==> src/rtl/count_cmd_gen.sv <==
// Button front end: 2-flop sync, debounce, press detect, up/down auto-repeat, arbitration, flag gating.
// Pulse leaves DEBOUNCE_CYCLES+3 edges after the first clean sample; no backpressure, commands are fire-and-forget.
module count_cmd_gen #(
    parameter int CNT_W           = 4,
    parameter int DEBOUNCE_CYCLES = 4,
    parameter int HOLD_CYCLES     = 16,
    parameter int REPEAT_CYCLES   = 8
) (
    input  logic             clk,
    input  logic             reset,
    input  logic             btn_up,
    input  logic             btn_down,
    input  logic             btn_load,
    input  logic [CNT_W-1:0] load_value,
    input  logic             flag_count_max,
    input  logic             flag_count_min,
    output logic             count_inc,
    output logic             count_dec,
    output logic             load_en,
    output logic [CNT_W-1:0] count_to,
    output logic             cmd_blocked
);

    localparam int DBW  = $clog2(DEBOUNCE_CYCLES + 1);
    localparam int RMAX = (HOLD_CYCLES > REPEAT_CYCLES) ? HOLD_CYCLES : REPEAT_CYCLES;
    localparam int RW   = $clog2(RMAX + 1);

    typedef enum logic [1:0] {IDLE, HOLD, REPEAT} rpt_state_e;

    // Bit 0 = up, bit 1 = down, bit 2 = load.
    logic [2:0]       btn_raw;
    logic [2:0]       sync1_q, sync2_q;
    logic [2:0]       deb_q, deb_d, deb_prev_q;
    logic [DBW-1:0]   db_cnt_q [3];
    logic [DBW-1:0]   db_cnt_d [3];

    rpt_state_e       rpt_q [2];
    rpt_state_e       rpt_d [2];
    logic [RW-1:0]    rpt_cnt_q [2];
    logic [RW-1:0]    rpt_cnt_d [2];
    logic [1:0]       rpt_ev;
    logic             ld_ev;

    logic             inc_q, dec_q, load_q, blk_q;
    logic             inc_d, dec_d, load_d, blk_d;
    logic [CNT_W-1:0] count_to_q, count_to_d;

    assign btn_raw = {btn_load, btn_down, btn_up};

    always_comb begin
        for (int i = 0; i < 3; i++) begin
            db_cnt_d[i] = '0;
            deb_d[i]    = deb_q[i];
            if (sync2_q[i] != deb_q[i]) begin
                if (db_cnt_q[i] == DBW'(DEBOUNCE_CYCLES - 1)) begin
                    deb_d[i] = sync2_q[i];
                end else begin
                    db_cnt_d[i] = db_cnt_q[i] + DBW'(1);
                end
            end
        end
    end

    // A debounced release overrides every state so no event escapes on the release cycle.
    always_comb begin
        for (int i = 0; i < 2; i++) begin
            rpt_d[i]     = rpt_q[i];
            rpt_cnt_d[i] = rpt_cnt_q[i];
            rpt_ev[i]    = 1'b0;
            if (!deb_q[i]) begin
                rpt_d[i]     = IDLE;
                rpt_cnt_d[i] = '0;
            end else begin
                case (rpt_q[i])
                    IDLE: begin
                        if (!deb_prev_q[i]) begin
                            rpt_ev[i]    = 1'b1;
                            rpt_d[i]     = HOLD;
                            rpt_cnt_d[i] = '0;
                        end
                    end
                    HOLD: begin
                        if (rpt_cnt_q[i] == RW'(HOLD_CYCLES - 1)) begin
                            rpt_ev[i]    = 1'b1;
                            rpt_d[i]     = REPEAT;
                            rpt_cnt_d[i] = '0;
                        end else begin
                            rpt_cnt_d[i] = rpt_cnt_q[i] + RW'(1);
                        end
                    end
                    REPEAT: begin
                        if (rpt_cnt_q[i] == RW'(REPEAT_CYCLES - 1)) begin
                            rpt_ev[i]    = 1'b1;
                            rpt_cnt_d[i] = '0;
                        end else begin
                            rpt_cnt_d[i] = rpt_cnt_q[i] + RW'(1);
                        end
                    end
                    default: begin
                        rpt_d[i]     = IDLE;
                        rpt_cnt_d[i] = '0;
                    end
                endcase
            end
        end
    end

    assign ld_ev = deb_q[2] & ~deb_prev_q[2];

    always_comb begin
        inc_d      = 1'b0;
        dec_d      = 1'b0;
        load_d     = 1'b0;
        blk_d      = 1'b0;
        count_to_d = count_to_q;
        if (ld_ev) begin
            load_d     = 1'b1;
            count_to_d = load_value;
        end else if (rpt_ev[0] && !rpt_ev[1]) begin
            if (flag_count_max) blk_d = 1'b1;
            else                inc_d = 1'b1;
        end else if (rpt_ev[1] && !rpt_ev[0]) begin
            if (flag_count_min) blk_d = 1'b1;
            else                dec_d = 1'b1;
        end
    end

    always_ff @(posedge clk or posedge reset) begin
        if (reset) begin
            sync1_q    <= '0;
            sync2_q    <= '0;
            deb_q      <= '0;
            deb_prev_q <= '0;
            for (int i = 0; i < 3; i++) db_cnt_q[i] <= '0;
            for (int i = 0; i < 2; i++) begin
                rpt_q[i]     <= IDLE;
                rpt_cnt_q[i] <= '0;
            end
            inc_q      <= 1'b0;
            dec_q      <= 1'b0;
            load_q     <= 1'b0;
            blk_q      <= 1'b0;
            count_to_q <= '1;
        end else begin
            sync1_q    <= btn_raw;
            sync2_q    <= sync1_q;
            deb_q      <= deb_d;
            deb_prev_q <= deb_q;
            for (int i = 0; i < 3; i++) db_cnt_q[i] <= db_cnt_d[i];
            for (int i = 0; i < 2; i++) begin
                rpt_q[i]     <= rpt_d[i];
                rpt_cnt_q[i] <= rpt_cnt_d[i];
            end
            inc_q      <= inc_d;
            dec_q      <= dec_d;
            load_q     <= load_d;
            blk_q      <= blk_d;
            count_to_q <= count_to_d;
        end
    end

    assign count_inc   = inc_q;
    assign count_dec   = dec_q;
    assign load_en     = load_q;
    assign cmd_blocked = blk_q;
    assign count_to    = count_to_q;

endmodule

==> config.mk <==
export PLATFORM = sky130hd
export DESIGN_NAME = count_cmd_gen
export DESIGN_NICKNAME = d
export VERILOG_FILES = /design/src/rtl/count_cmd_gen.sv
export SDC_FILE = /design/constraint.sdc
export NUM_CORES = 1
export LEC_CHECK = 0
export CELL_PAD_IN_SITES_DETAIL_PLACEMENT = 0
export CELL_PAD_IN_SITES_GLOBAL_PLACEMENT = 1
export CORE_ASPECT_RATIO = 1.1
export CORE_MARGIN = 2
export CORE_UTILIZATION = 45
export CTS_CLUSTER_SIZE = 20
export DETAILED_ROUTE_END_ITERATION = 6
export GPL_TIMING_DRIVEN = 0
export PLACE_DENSITY = 0.85
export SYNTH_ARGS = -nofsm -noshare
export SYNTH_HDL_FRONTEND = slang
export SYNTH_SLANG_ARGS = --single-unit
==> constraint.sdc <==
create_clock -name clk -period 2.18 [get_ports clk]
set_input_delay 0.327 -clock clk [delete_from_list [all_inputs] [get_ports clk]]
set_output_delay 0.327 -clock clk [all_outputs]
set_load 0.01 [all_outputs]
Word-level counts from Yosys, hierarchy flattened
Index checks and enable logic that the tools add are counted.

operators by class
  add/subtract/negate cells = 5
  equality and inequality tests = 20
  multiplexer cells = 47
  bitwise operators = 2
  reductions and logical operators = 11

operator list
  operator                                        count
  two-way mux 5 bit                               8
  one-hot mux 5 bit (3 select lines)              2
  two-way mux 1 bit                               21
  two-way mux 3 bit                               6
  two-way mux 2 bit                               6
  != test 3 bit (second input constant)           4
  one-hot mux 2 bit (3 select lines)              2
  adder 5 x 1 -> 5 bit (second input constant)    2
  == test 5 x 3 -> 1 bit (second input constant)  2
  == test 5 x 4 -> 1 bit (second input constant)  2
  adder 3 x 1 -> 3 bit (second input constant)    3
  == test 3 x 2 -> 1 bit (second input constant)  3
  one-hot mux 1 bit (3 select lines)              2
  AND reduction 2 bit                             3
  AND reduction 3 bit                             2
  == test 2 x 1 -> 1 bit (second input constant)  2
  == test 2 bit (second input constant)           2
  logical NOT 2 bit                               2
  != test 2 bit (second input constant)           2
  != test 1 bit                                   3
  logical AND 1 bit                               2
  logical NOT 1 bit                               2
  AND 1 bit                                       1
  NOT 1 bit                                       1

storage, ports and cells
  bits in registers = 43
  input bits = 11
  output and inout port bits = 8
  logic and storage cells = 103

Longest topological paths before layout
Gate-level depths: netlist (run 1).

  word-level depth = 9
  gate-level depth with buffers = 7
  gate-level depth less buffers = 7

Least setup slack after synthesis (run 1)
Ideal clock, no wire load.

  kind = register to register
  start point = register rpt_cnt_q[0] in the netlist's numbering
  end point = register blk_q, in the netlist cmd_blocked
  library setup time = 0.083 ns
  arrival time = 1.678 ns
  data required time = 2.097 ns
  slack = 0.420 ns
  cell stages (with the launch flop) = 8
  path buffers = 0
  period minus slack after synthesis = 1.760 ns
  cells stage by stage = dfrtp_1 -> ha_1 -> and3_1 -> ha_1 -> nand2_1 -> o221ai_1 -> a2111o_1 -> o22ai_1

on the way
  word-level cells in the longest chain between the ends = 8
  elaborated cells on any way between the ends = 12
  classes of those cells = eq/ne: 2; mux: 7; reduce/logical: 3

RTL lines
  what                                                                     line      source
  start, declared                                                          39        logic [RW-1:0] rpt_cnt_q [2];
  start signal, assigned by index                                          152       rpt_cnt_q[i] <= rpt_cnt_d[i];
  == test 5 x 3 -> 1 bit / == test 5 x 4 -> 1 bit (equally long branches)  92, 83
  two-way mux 1 bit (on tied branches)                                     92, 83
  one-hot mux 1 bit (3 select lines) (*)                                   74        case (rpt_q[i])
  two-way mux 1 bit (*)                                                    70        if (!deb_q[i]) begin
  logical AND 1 bit / logical NOT 1 bit (equally long branches)            122, 119
  two-way mux 1 bit / logical AND 1 bit (equally long branches)            122, 119
  two-way mux 1 bit (*)                                                    119       end else if (rpt_ev[0] && !rpt_ev[1]) begin
  two-way mux 1 bit (*)                                                    116       if (ld_ev) begin
  named net blk_d                                                          45        logic inc_d, dec_d, load_d, blk_d;
  end signal, assigned                                                     157       blk_q <= blk_d;
  end, declared                                                            44        logic inc_q, dec_q, load_q, blk_q;

Mark *: on every way through the listed nets, which the timed path passes. The rest lies on a longest branch.
A chain may end at the register's enable or synchronous reset.

Worst setup path in the final report (run 1)
Ends and elaborated chain as after synthesis.

==> impl_metrics.csv, run 1 <==
group,metric,value,unit
run_status,outcome,"completed",
sta,setup_ws,220,ps
finish,syn_to_final_growth,17.0,%
yosys,synth_edf_count,0,
finish,fill_cells,384,
worst_setup_path,critPathLaunchType,"flop",
worst_setup_path,cp_top_family,"compound AO/OA/AOI/OAI gates",
finish,multiInputGateArea,880,sq um
yosys,synth_cell_type_count,37,
sta,fin_crit_sh,89.9,%
worst_setup_path,crit_arrival,2170,ps
sta,finalMaxSlewViolations,0,
clocking,hold_buffers,0,
worst_setup_path,crit_path_max_fanout,4,
worst_setup_path,slowest_stage,"a2111o_1",
hold_path,min_path_type,"reg -> reg",
yosys,synthTopCellsByArea,"dfrtp_1 (48%), ha_1 (12%), dfstp_2 (5.1%)",
sta,period_needed,1960,ps
drt,vias_per_cell,5.06,
yosys,synth_most_common_cell,"dfrtp_1",
global_routing,use_met1,21.5,%
clocking,ctsResizeCount,0,
global_routing,grt_antenna_before_repair,0,
worst_setup_path,r2r_slack,220,ps
global_routing,overflow,0,
yosys,synth.largest_area_cell,"dfrtp_1",
hold_path,min_from,"sync1_q[2]",
clocking,clock_latency,300,ps
global_routing,grtUsageMet3,4.33,%
yosys,yosysSeqAreaShare,52.8,%
drt,wl,3370,microns
job,maxCapViolCount,0,
yosys,yosysTopAreaCellShare,47.7,%
worst_setup_path,cp_cell_sequence,"ha_1 > and3_1 > ha_1 > nand2_1 > o221ai_1 > a2111o_1 > o22ai_1",
clocking,cts_setup_buffers,0,
pwr,vdd_drop_max,0.618,mV
yosys,syn_area_per_cell,10.8,sq um
die,core-area,4350,sq um
drt,drc,0,
yosys,synthTopCellsByCount,"dfrtp_1 (39), nand2_1 (28), ha_1 (19), inv_1 (18), nor2b_1 (9)",
yosys,syn_area,2050,sq um
yosys,yosysWarnings,0,
sta,fmax,510,MHz
pwr,power.density,1110,nW/um^2
place,place_ws,223,ps
global_routing,grt_max_degree,44,
drt,drt.antenna.violating_nets,0,
global_routing,use_met2,23.7,%
worst_setup_path,crit_required,2390,ps
sta,finalHoldViolations,0,
die,rows,25,
place,place_congestion,0.754,
die,start_util,47.1,%
clocking,clock_path_buffers,2,
drt,drt-initial-drc-count,55,
clocking,root_buffer,"clkbuf_8",
worst_setup_path,reg2regPathDepth,7,
die,ios,19,
worst_setup_path,cp_num_buf_inv,0,
global_routing,busiest_layer,"met2",
clocking,cts_max_level,2,
sta,worst_pin_slew,868,ps
yosys,ys_seq_elements,43,
worst_setup_path,r2r_start,"rpt_cnt_q[0]",
die,dieWidth,68.3,microns
pwr,p_leak,1.10,nW
drt,firstDrtPassIters,4,
die,fp.dieArea,5100,sq um
sta,finalSetupTns,0,ps
worst_setup_path,critPathCaptureType,"flop",
finish,antenna_cells,0,
finish,fin_nets,244,
hold_path,whs_path_depth,0,
sta,setup_viol,0,
clocking,cts_tree,"yes",
yosys,synth-async-reset-ratio,100,%
place,port_buffers,18,
yosys,synth_ff_type,"dfrtp_1",
worst_setup_path,critPathMaxStageDelay,420,ps
yosys,synthCells,189,
drt,vias,1360,
sta,rsz0062_at_grt,"no",
drt,wl_per_cell,12.5,microns
sta,slew_headroom,42.0,%
sta,finClkSkew,8.47,ps
worst_setup_path,path_common_cell,"ha_1",
global_routing,first_global_vias,1351,
global_routing,grtUsageTotal,15.8,%
worst_setup_path,path_class,"reg -> reg",
worst_setup_path,worstReg2RegEnd,"cmd_blocked",
yosys,synth_fp_nets,219,
finish,seqCellArea,1080,sq um
global_routing,grt_pass1_wl,6000,microns
die,die_h,74.7,microns
finish,drive_gt1_share,8.84,%
clocking,clk_pin_slew_worst_paths,80,ps
hold_path,whs_endpoint,"sync2_q[2]",
clocking,numClockSinks,43,
place,hpwl,2360,microns
clocking,cts_made_buffers,5,
==> worst max path at each step <==
stage	startpoint	to	slack (ps)	cells after the start
after floorplan	rpt_cnt_q[0]	cmd_blocked	420	7
after global placement	reset	rpt_q[2]	2	2
after detailed placement	rpt_cnt_q[0]	cmd_blocked	220	7
after CTS	rpt_cnt_q[0]	cmd_blocked	200	7
after global routing	rpt_cnt_q[0]	cmd_blocked	110	7
final	rpt_cnt_q[0]	cmd_blocked	220	7
==> routing by layer <==
metal  share of wire (%)  vias up
met4                 1.9        0
li1                    -      695
met5                   0        -
met3                 4.9        6
met1                  50      634
met2                  43       25
==> report_power, final <==
| group | switching (mW) | internal (mW) |
|---|---|---|
| Combinational | 0.519 | 0.441 |
| Sequential | 0.130 | 1.02 |
| Clock | 0.263 | 0.289 |
==> metrics by stage <==
step                area (sq um)  util [%]  hold WS [ps]  instances  power (mW)
global placement            2290      52.8           333        261        2.11
CTS                         2390      55.1           345        269        2.69
detailed placement          2290      52.8           336        261        2.12
global route                2390      55.1           362        269        2.86
floorplan                   2050         -           331        189        1.81
finish                      2390      55.1           344        269        2.66
==> layout make-up <==
cell class                      count  area share, %
Sequential cell                    43           45.1
Buffer                              5          0.784
Clock buffer                        8           4.18
Multi-Input combinational cell    123           36.7
Inverter                           18           2.82
Timing Repair Buffer               18           7.52
Tap cell                           54           2.82
==> state kept, by name (all words and copies together), names as in the netlist, 3 cells and up <==
| signal | cells |
|---|---|
| count_to | 4 |
| db_cnt_q | 9 |
| deb_prev_q | 3 |
| deb_q | 3 |
| rpt_cnt_q | 10 |
| rpt_q | 4 |
| sync1_q | 3 |
| sync2_q | 3 |
==> cells in the final DEF, fill, tap and decap left out, types with 6 or more instances in the layout <==
| cell type | count |
|---|---|
| dfrtp_1 | 39 |
| inv_1 | 17 |
| nand2_1 | 28 |
| nor2b_1 | 9 |
| clkdlybuf4s50_1 | 18 |
| clkbuf_1 | 6 |
| ha_1 | 19 |
| nor3_1 | 7 |
| clkbuf_8 | 7 |
==> cells by family (layout without fill, tap and decap cells) <==
kind of cell               Yosys count  after routing  share of synthesized area (%)
muxes                                5              5                           2.63
DFF                                 43             43                           52.8
and+or+nand+nor                     65             65                           16.1
buffers and inverters               23             49                           4.22
AOI/OAI and AO/OA                   30             30                           10.9
adders and majority gates           19             19                           11.6
xor gates and xnor gates             4              4                           1.71
Power figures use the tool's default switching activity.
==> run 2: changes to the inputs <==
Settings changed: SETUP_SLACK_MARGIN set to 0.1, SKIP_CTS_REPAIR_TIMING set to 1, TNS_END_PERCENT set to 5.
==> results of run 2 <==
Final layout, timing and power as in run 1 (identical DEF).
